<file path="config.mk">
export PLATFORM = sky130hd
export DESIGN_NAME = mem_port_arbiter
export DESIGN_NICKNAME = d
export VERILOG_FILES = /design/src/rtl/mem_port_arbiter_pkg.sv /design/src/rtl/mem_port_arbiter.sv
export SDC_FILE = /design/constraint.sdc
export NUM_CORES = 1
export LEC_CHECK = 0
export CELL_PAD_IN_SITES_DETAIL_PLACEMENT = 0
export CELL_PAD_IN_SITES_GLOBAL_PLACEMENT = 1
export CORE_ASPECT_RATIO = 0.7
export CORE_MARGIN = 2
export CORE_UTILIZATION = 14
export DETAILED_ROUTE_END_ITERATION = 7
export GPL_TIMING_DRIVEN = 0
export PLACE_DENSITY = 0.9
export SYNTH_ARGS = -nofsm -noshare
export SYNTH_HDL_FRONTEND = slang
export SYNTH_SLANG_ARGS = --single-unit
</file>
<file path="constraint.sdc">
create_clock -name clk -period 1.8 [get_ports clk]
set_clock_uncertainty 0.05 [all_clocks]
set_input_delay 0.27 -clock clk [delete_from_list [all_inputs] [get_ports clk]]
set_output_delay 0.27 -clock clk [all_outputs]
set_load 0.02 [all_outputs]
</file>
<file path="src/rtl/mem_port_arbiter_pkg.sv">
// Shared definitions for the two-master memory port arbiter: data/address
// widths, write-strobe width, read-owner encodings and the owner helper.
`ifndef XLEN
`define XLEN 32
`endif
`ifndef ADDR_W
`define ADDR_W 32
`endif

package mem_port_arbiter_pkg;

    localparam int XLEN    = `XLEN;
    localparam int ADDR_W  = `ADDR_W;
    localparam int WSTRB_W = 4;

    // Which master owns the read data returning from memory this cycle.
    typedef enum logic [1:0] {
        OWN_IDLE  = 2'b00,
        OWN_RD_M0 = 2'b01,
        OWN_RD_M1 = 2'b10
    } owner_e;

    // A read grant hands the next cycle's memory data to that master;
    // writes and idle cycles leave nothing in flight.
    function automatic owner_e read_owner(input logic gnt0, input logic we0,
                                          input logic gnt1, input logic we1);
        owner_e own;
        own = OWN_IDLE;
        if (gnt0 && !we0) begin
            own = OWN_RD_M0;
        end else if (gnt1 && !we1) begin
            own = OWN_RD_M1;
        end
        return own;
    endfunction

endpackage

</file>
<file path="src/rtl/mem_port_arbiter.sv">
// Two-master (CPU m0, DMA m1) arbiter in front of a synchronous-read memory.
// m0 has fixed priority. Optional anti-starvation guard for m1 is enabled by
// defining ARB_STARVE_GUARD_EN; when undefined the starvation counter does not
// exist and m0 may starve m1 indefinitely.
//
// state     | meaning
// ----------+------------------------------------------------
// OWN_IDLE  | no read in flight, no rvalid this cycle
// OWN_RD_M0 | memory data this cycle belongs to m0 (m0_rvalid)
// OWN_RD_M1 | memory data this cycle belongs to m1 (m1_rvalid)
module mem_port_arbiter
    import mem_port_arbiter_pkg::*;
#(
    parameter int unsigned STARVE_LIMIT = 8
) (
    input  logic                 clk,
    input  logic                 rst_n,

    input  logic                 m0_req,
    input  logic                 m0_we,
    input  logic [`ADDR_W-1:0]   m0_addr,
    input  logic [`XLEN-1:0]     m0_wdata,
    input  logic [WSTRB_W-1:0]   m0_wstrb,
    output logic                 m0_gnt,
    output logic                 m0_rvalid,
    output logic [`XLEN-1:0]     m0_rdata,

    input  logic                 m1_req,
    input  logic                 m1_we,
    input  logic [`ADDR_W-1:0]   m1_addr,
    input  logic [`XLEN-1:0]     m1_wdata,
    input  logic [WSTRB_W-1:0]   m1_wstrb,
    output logic                 m1_gnt,
    output logic                 m1_rvalid,
    output logic [`XLEN-1:0]     m1_rdata,

    output logic                 mem_en,
    output logic                 mem_we,
    output logic [`ADDR_W-1:0]   mem_addr,
    output logic [`XLEN-1:0]     mem_wdata,
    output logic [WSTRB_W-1:0]   mem_wstrb,
    input  logic [`XLEN-1:0]     mem_rdata
);

    if (STARVE_LIMIT < 1 || STARVE_LIMIT > 255) begin : g_limit_chk
        $error("mem_port_arbiter: STARVE_LIMIT must be within 1..255");
    end

    owner_e state_q, state_d;
    logic   m1_force;

`ifdef ARB_STARVE_GUARD_EN
    localparam logic [7:0] LIMIT = 8'(STARVE_LIMIT);

    logic [7:0] starve_q, starve_d;

    // m1 overrides m0 once it has been denied LIMIT cycles in a row.
    always_comb m1_force = m1_req && (starve_q == LIMIT);

    // Count consecutive denied m1 request cycles, saturating at LIMIT.
    always_comb begin
        starve_d = starve_q;
        if (!m1_req || m1_gnt) begin
            starve_d = 8'd0;
        end else if (starve_q != LIMIT) begin
            starve_d = starve_q + 8'd1;
        end
    end

    // Starvation counter register.
    always_ff @(posedge clk or negedge rst_n) begin
        if (!rst_n) begin
            starve_q <= 8'd0;
        end else begin
            starve_q <= starve_d;
        end
    end
`else
    assign m1_force = 1'b0;
`endif

    // Grant decision; gated by rst_n so grants vanish the moment reset asserts.
    always_comb begin
        m0_gnt = 1'b0;
        m1_gnt = 1'b0;
        if (rst_n) begin
            if (m1_force) begin
                m1_gnt = 1'b1;
            end else if (m0_req) begin
                m0_gnt = 1'b1;
            end else if (m1_req) begin
                m1_gnt = 1'b1;
            end
        end
    end

    // Forward the winner's access fields to memory; all zero when idle.
    always_comb begin
        mem_en    = m0_gnt | m1_gnt;
        mem_we    = 1'b0;
        mem_addr  = '0;
        mem_wdata = '0;
        mem_wstrb = '0;
        if (m0_gnt) begin
            mem_we    = m0_we;
            mem_addr  = m0_addr;
            mem_wdata = m0_wdata;
            mem_wstrb = m0_wstrb;
        end else if (m1_gnt) begin
            mem_we    = m1_we;
            mem_addr  = m1_addr;
            mem_wdata = m1_wdata;
            mem_wstrb = m1_wstrb;
        end
    end

    // Read-owner next state: only a read grant leaves data in flight.
    always_comb begin
        state_d = OWN_IDLE;
        state_d = read_owner(m0_gnt, m0_we, m1_gnt, m1_we);
    end

    // Read-owner state register; reset drops any in-flight read.
    always_ff @(posedge clk or negedge rst_n) begin
        if (!rst_n) begin
            state_q <= OWN_IDLE;
        end else begin
            state_q <= state_d;
        end
    end

    // Memory data goes to both masters; rvalid alone says whose it is.
    always_comb begin
        m0_rvalid = (state_q == OWN_RD_M0);
        m1_rvalid = (state_q == OWN_RD_M1);
        m0_rdata  = mem_rdata;
        m1_rdata  = mem_rdata;
    end

endmodule

</file>
After elaboration in Yosys (flattened, before gate mapping)
Index checks and enable logic that the tools add are counted.
- register bits after elaboration: 2
- word-level logic and storage cells: 23
- mux-type cells: 15
- bitwise gates (word level): 1
- reduce and logical (&&, ||, !) cells: 4
- eq/ne operators: 2
- operators by type and width (operator ; number):
    two-way mux 32 bit ; 4
    two-way mux 4 bit ; 2
    two-way mux 1 bit ; 7
    two-way mux 2 bit ; 2
    equality test 2 x 1 -> 1 bit (second input constant) ; 1
    equality test 2 bit (second input constant) ; 1
    logical AND 1 bit ; 2
    logical NOT 1 bit ; 2
    bitwise OR 1 bit ; 1

Longest topological paths before layout
Gate-level depths: netlist (run 1).
- depth after elaboration: 6
- depth in mapped cells: 5

Least setup slack after synthesis (run 1)
OpenSTA, ideal clock, no wires.
- path kind: in2out
- from: input m0_req
- to: output m1_gnt
- path buffers: 3
- stages: 5
- setup slack: 0.388 ns
- required time: 1.480 ns
- arrival: 1.092 ns
- path through: buf_6 -> nand2b_4 -> buf_12 -> buf_8 -> nor2_1
- word-level cells in the longest chain between the ends: 2
- ends and longest elaborated chain (element ; line ; text):
    from (decl) ; mem_port_arbiter.sv:19 ; input logic m0_req,
    two-way mux 1 bit ; mem_port_arbiter.sv:89 ; end else if (m0_req) begin
    two-way mux 1 bit ; mem_port_arbiter.sv:86 ; if (rst_n) begin
    to (decl) ; mem_port_arbiter.sv:33 ; output logic m1_gnt,
Every way passes these cells.

Final worst setup path (run 1)
- from: input rst_n
- to: output mem_wdata[13]
- word-level cells in the longest chain between the ends: 3
- ends and longest elaborated chain (element ; line ; text):
    from (decl) ; mem_port_arbiter.sv:17 ; input logic rst_n,
    two-way mux 1 bit ; mem_port_arbiter.sv:86 ;
    two-way mux 32 bit ; mem_port_arbiter.sv:109 ; end else if (m1_gnt) begin
    two-way mux 32 bit (*) ; mem_port_arbiter.sv:104 ; if (m0_gnt) begin
    to (decl) ; mem_port_arbiter.sv:40 ; output logic [`XLEN-1:0] mem_wdata,
Every way passes the cells marked *; elsewhere a longest branch is shown, timed or not.

==> run metrics, run 1 <==
width of the die=149 um; wire per inst=~14 um; leakage power total=roughly 2.2 nW; Final Hold Fails=0; yosys warns=0; CTS tree=yes; clock-pin transition on the worst setup and hold timing paths=0.03 ns; CP Cell Sequence=dlygate4sd2_1 -> buf_6 -> buf_12 -> buf_6 -> nand3_1 -> o21ai_2 -> clkdlybuf4s15_2; largest reg by FF count=state_q; drt via density=3.85; slowest CP cell=clkdlybuf4s15_2; critical path type=in2out; Cell Pwr Density=roughly 330 nW/um2; Max Root-Sink Buffers=2; RSZ-0062 raised after global routing=false; CP max FO=10; initial core utilization=between 10 and 15%; Slew @ Worst Pin=0.523 ns; WHS=about 0.42 ns; switching share of power=about 38%; Core ar.=between 10,000 and 15,000 um2; vias in the first global route=between 3k and 4k; antenna violations before repair=0; internal power=just over 1 mW; final antenna-violating net count=0; Sink Count=2; height of the die=~110 um; Yosys top cell area share=between 20% and 30%; max reg flops=2; status=complete, no violations; Max Freq=roughly 0.6 GHz; Top Registers=state_q: 2 flops; VDD IR max=~0.00022 V; sequential share of power=a little under 3%; synth cell count leaders=nand2_1, nand3_1, o21ai_2, buf_4, buf_2; ys async rst share=100%; first-pass GRT wire length=15.8 mm; fin nets=774; Syn-to-layout area delta=139%; post-placement setup slack=-0.911 ns; Setup WS post-layout=0.0987 ns; crit end category=primary output; Worst setup SP type=input pin; DR pass1 iterations=4; CP Launch Point=rst_n; switching pwr=between 0.6 and 0.7 mW; total gr overflow=0; sequential area share after synthesis=under 10%; Netlist Area Pre-Place=just over 2000 um2; Post-Syn Area per Cell=about 6.6 um2; Post-DP HPWL=slightly above 9 mm; delay-heaviest family, CP=buffers and inverters; die footprint=between 15,000 and 20,000 um2; Cell variety after synth=17; TritonCTS Buffers=3; Slew Limit Headroom=65.1%; Clock Power Share=about a fifth; Req. time, crit path=~1.5 ns; FP Rows=37; most used cell, CP=buf_6; Post-Syn Instances=roughly 320; Tot GR Track Use=between 10% and 20%; dominant synthesized flop cell=dfrtp_1; IO Pins=312; Synth Net Count=489; largest cells by area after synthesis=o21ai_2, buf_4, nand3_1; Worst path max stage delay=about 0.26 ns; Post-synth EDFFs=0; Worst Hold Launch=m0_req; # diodes=0; Synth area leader=o21ai_2; Routability Congestion=0.754; Final setup viols=0; share of cells above drive strength 1=39.1%; min Tclk post-route=around 1.7 ns; root buffer cell=clkbuf_16; Initial DRC Count=88; Power, Total=about 1.7 mW; Port Buffer Count=278; Final Max Slew Viols=0; Seq cells post-synth=2; placed inst area=5100 um2; number of max-cap violations=0; Comb pwr share=between 70% and 80%; Worst EP arrival=1.38 ns; DRC Markers=0; Design Area, Final=about 5000 um2; worst hold-check path type=in2reg; crit path buf inv count=5; H-tree depth=1; largest net degree at the start of global routing=11; via count=3,056; drt total wl=10.7 mm; fin crit share=between 90% and 100%
## metrics by stage
stage          setup TNS (ns)  instances  util, %
2_1_floorplan               0        315        -
3_3_place_gp           -60.21        788     35.0
3_5_place_dp           -60.90        788     35.0
4_1_cts                     0        793     34.0
5_1_grt                     0        793     33.9
6_report                    0        793     33.9
## tightest hold or removal path, delay by kind of cell
family                 cells  cell delay, ns
buffers and inverters      1            0.12
and+or+nand+nor            2            0.26
## final timing paths
check                                 to  slack [ns]  cells past startpoint
min in group asynchronous     state_q[0]        0.50                      2
max in group asynchronous     state_q[1]        1.07                      2
max                        mem_wdata[13]         0.1                      7
min                           state_q[0]        0.42                      3
## cells in the final DEF (no fill, tap or decap), drive strengths merged
master           n
nand2           69
nor2             3
nand3           69
nor2b            3
dlygate4sd2      4
o21ai           69
and2             1
nand2b           1
dfrtp            2
clkdlybuf4s50  204
clkbuf          12
nor3             1
buf            155
inv              1
clkdlybuf4s15    3
dlygate4sd3      1
## metal layers
layer	up-vias	share of wire [%]	GRT usage (%)	routed length [um]
li1	1572	-	-	-
met1	1349	43	16.2	4640
met2	133	47	21.2	5090
met3	2	9.1	2.90	982
met4	0	0.25	1.63	27
met5	-	0	0	0
## power groups by stage
stage	logic [mW]	clock network [mW]	registers (mW)
2_1_floorplan	0.637	0	0.0477
3_3_place_gp	1.34	0	0.0478
3_5_place_dp	1.35	0	0.0479
4_1_cts	1.29	0.342	0.0474
5_1_grt	1.36	0.341	0.0476
6_report	1.27	0.335	0.0474
## area by class of cell
cell class	instances	area, um2
buffer	96	845
clock buffer	3	75.1
fill	1585	9630
inverter	1	3.75
multi-input combinational	216	1260
sequential	2	50.0
tap	195	244
timing repair buffer	280	2470
## logic make-up (layout without fill, tap and decap cells)
group	count (synthesis)	count (layout)	synth area share (%)
AO/OA/AOI/OAI	69	69	29.0
buffers and inverters	97	380	36.6
AND/OR/NAND/NOR	147	147	32.0
flip-flops	2	2	2.41
## what timing repair did
item                                   CTS  global route
endpoints found under the hold margin    2             0
setup endpoints to repair               72             2
gates cloned                             0             0
gates resized for setup                309             2
buffers inserted                         1             0
hold buffers                             1             0
(Power assumes the default switching activity.)
==> run 2, diff against run 1 <==
--- a/config.mk
+++ b/config.mk
@@ -12,6 +12,7 @@
 export CORE_UTILIZATION = 14
 export DETAILED_ROUTE_END_ITERATION = 7
 export GPL_TIMING_DRIVEN = 0
+export MAX_ROUTING_LAYER = met4
 export PLACE_DENSITY = 0.9
 export SYNTH_ARGS = -nofsm -noshare
 export SYNTH_HDL_FRONTEND = slang
==> run metrics, run 2 (synthesis gave the netlist of run 1 again) <==
Final setup viols=0 (unchanged); H-tree depth=1 (unchanged); Fillers=1,585 (unchanged); share of cells above drive strength 1=39.1% (unchanged); area of the multi-input gates=1260 um2 (unchanged); initial core utilization=14.2% (unchanged); TritonCTS Buffers=3 (unchanged); root buffer cell=clkbuf_16; most used cell, CP=buf_6; leakage power total=2.21 nW (unchanged); Final Hold Fails=0 (unchanged); via count=3,057 (+0.033%); largest net degree at the start of global routing=11 (unchanged); wire per inst=13.5 um (about the same); fin crit share=94.4% (about the same); Final Max Slew Viols=0 (unchanged); Worst Hold Endpoint=state_q[0]; CP Cell Sequence=dlygate4sd2_1 -> buf_6 -> buf_12 -> buf_6 -> nand3_1 -> o21ai_2 -> clkdlybuf4s15_2; IO Pins=312 (unchanged); slowest CP cell=clkdlybuf4s15_2; number of max-cap violations=0 (unchanged); die footprint=15,800 um2 (unchanged); Max Root-Sink Buffers=2 (unchanged); DR pass1 iterations=4 (unchanged); internal power=1.03 mW (about the same); Post-DP HPWL=9.05 mm (unchanged); Core ar.=14,600 um2 (unchanged); fin nets=774 (unchanged); Hold Path Stages=3 (unchanged); FP Rows=37 (unchanged); min Tclk post-route=1.70 ns (-0.00152 ns); critical path type=in2out; switching share of power=38.0% (about the same); Top Registers=state_q: 2 flops; max reg flops=2 (unchanged); Slew @ Worst Pin=0.492 ns (-0.0313 ns); drt via density=3.85 (about the same); Sum Neg Setup Slack=0 ns (unchanged); Worst setup SP type=input pin; placed inst area=5100 um2 (unchanged); Comb pwr share=76.9% (about the same); first-pass GRT wire length=15.8 mm (-0.13%); height of the die=106 um (unchanged); Tot GR Track Use=12.8% (+0.35 points); Worst path max stage delay=0.26 ns (about the same); CTS tree=yes; # diodes=0 (unchanged); Max Freq=0.588 GHz (about the same); total gr overflow=0 (unchanged); vias in the first global route=3,092 (+0.29%); commonest non-fill, non-tap cell in the layout=clkdlybuf4s50_1; drt total wl=10.7 mm (about the same); worst hold-check path type=in2reg; Syn-to-layout area delta=139% (unchanged); Port Buffer Count=278 (unchanged); Worst Hold Launch=m0_req; Worst EP arrival=1.38 ns (about the same); Clock Power Share=20.2% (about the same); CP max FO=10 (unchanged); Slew Limit Headroom=67.2% (+2.1 points); final antenna-violating net count=0 (unchanged); clock-pin transition on the worst setup and hold timing paths=0.03 ns (about the same); Routability Congestion=0.764 (+1.3%); largest reg by FF count=state_q; Seq. cell area=50.0 um2 (unchanged); status=complete, no violations; width of the die=149 um (unchanged); Req. time, crit path=1.48 ns (about the same); Initial DRC Count=88 (unchanged); fin util=33.9% (unchanged); Cell Pwr Density=335 nW/um2 (about the same); most frequent cells in the layout=clkdlybuf4s50_1, nand2_1, nand3_1, o21ai_2, buf_2; crit end category=primary output; switching pwr=0.629 mW (about the same); VDD IR max=0.000217 V (about the same); Design Area, Final=4950 um2 (unchanged); Sink Count=2 (unchanged); DRC Markers=0 (unchanged); sequential share of power=2.9% (about the same); RSZ-0062 raised after global routing=false; antenna violations before repair=0 (unchanged)
[run 2: cell counts in the layout (fill, tap and decap cells not counted)]
Identical to the previous run, type by type.
[run 2: per-layer routing]
metal / vias to the layer above / global-route usage [%] / part of all wire, %
li1: 1573 / - / -
met1: 1347 / 16.6 / 44
met2: 135 / 21.3 / 48
met3: 2 / 2.21 / 8.3
met4: 0 / 1.63 / 0.25
met5: - / - / 0
[run 2: area by class of cell]
class                           instances  area share, %
Timing Repair Buffer                  280           49.8
Sequential cell                         2           1.01
Tap cell                              195           4.93
Inverter                                1         0.0759
Clock buffer                            3           1.52
Buffer                                 96           17.1
Multi-Input combinational cell        216           25.6
[run 2: power by group through the flow]
stage | sequential, mW | combinational [mW] | clock [mW]
after floorplan | 0.0477 | 0.637 | 0
after global placement | 0.0478 | 1.34 | 0
after detailed placement | 0.0479 | 1.35 | 0
after CTS | 0.0474 | 1.29 | 0.342
after global routing | 0.0476 | 1.36 | 0.341
final | 0.0474 | 1.27 | 0.335
[run 2: what timing repair did]
item,4_1_cts,5_1_grt
setup buffers,1,0
hold endpoints to repair,2,0
endpoints found under the setup margin,72,2
hold buffers,1,0
resized for setup,309,2
[run 2: per-stage QoR]
stage	std cells	hold slack (ns)	power, mW	setup WS [ns]
floorplan	315	-0.0756	0.685	0.388
global placement	788	0.403	1.39	-0.927
detailed placement	788	0.410	1.40	-0.911
CTS	793	0.444	1.68	0.0604
global route	793	0.481	1.75	0.00431
finish	793	0.424	1.66	0.100
[run 2: how the worst max path moves through the flow]
stage / endpoint / depth (start not counted) / start / slack, ns
detailed placement: mem_wdata[30] / 7 / rst_n / -0.91
global route: mem_wdata[6] / 7 / rst_n / 0.004
global placement: mem_addr[1] / 7 / rst_n / -0.93
finish: mem_wdata[13] / 7 / rst_n / 0.10
floorplan: m1_gnt / 5 / m0_req / 0.39
CTS: mem_we / 7 / rst_n / 0.06
[run 2: critical path: cells and delay by family]
| family | cells | cell delay (ns) |
|---|---|---|
| and+or+nand+nor | 1 | 0.09 |
| buffers and inverters | 5 | 0.94 |
| AOI/OAI and AO/OA | 1 | 0.07 |
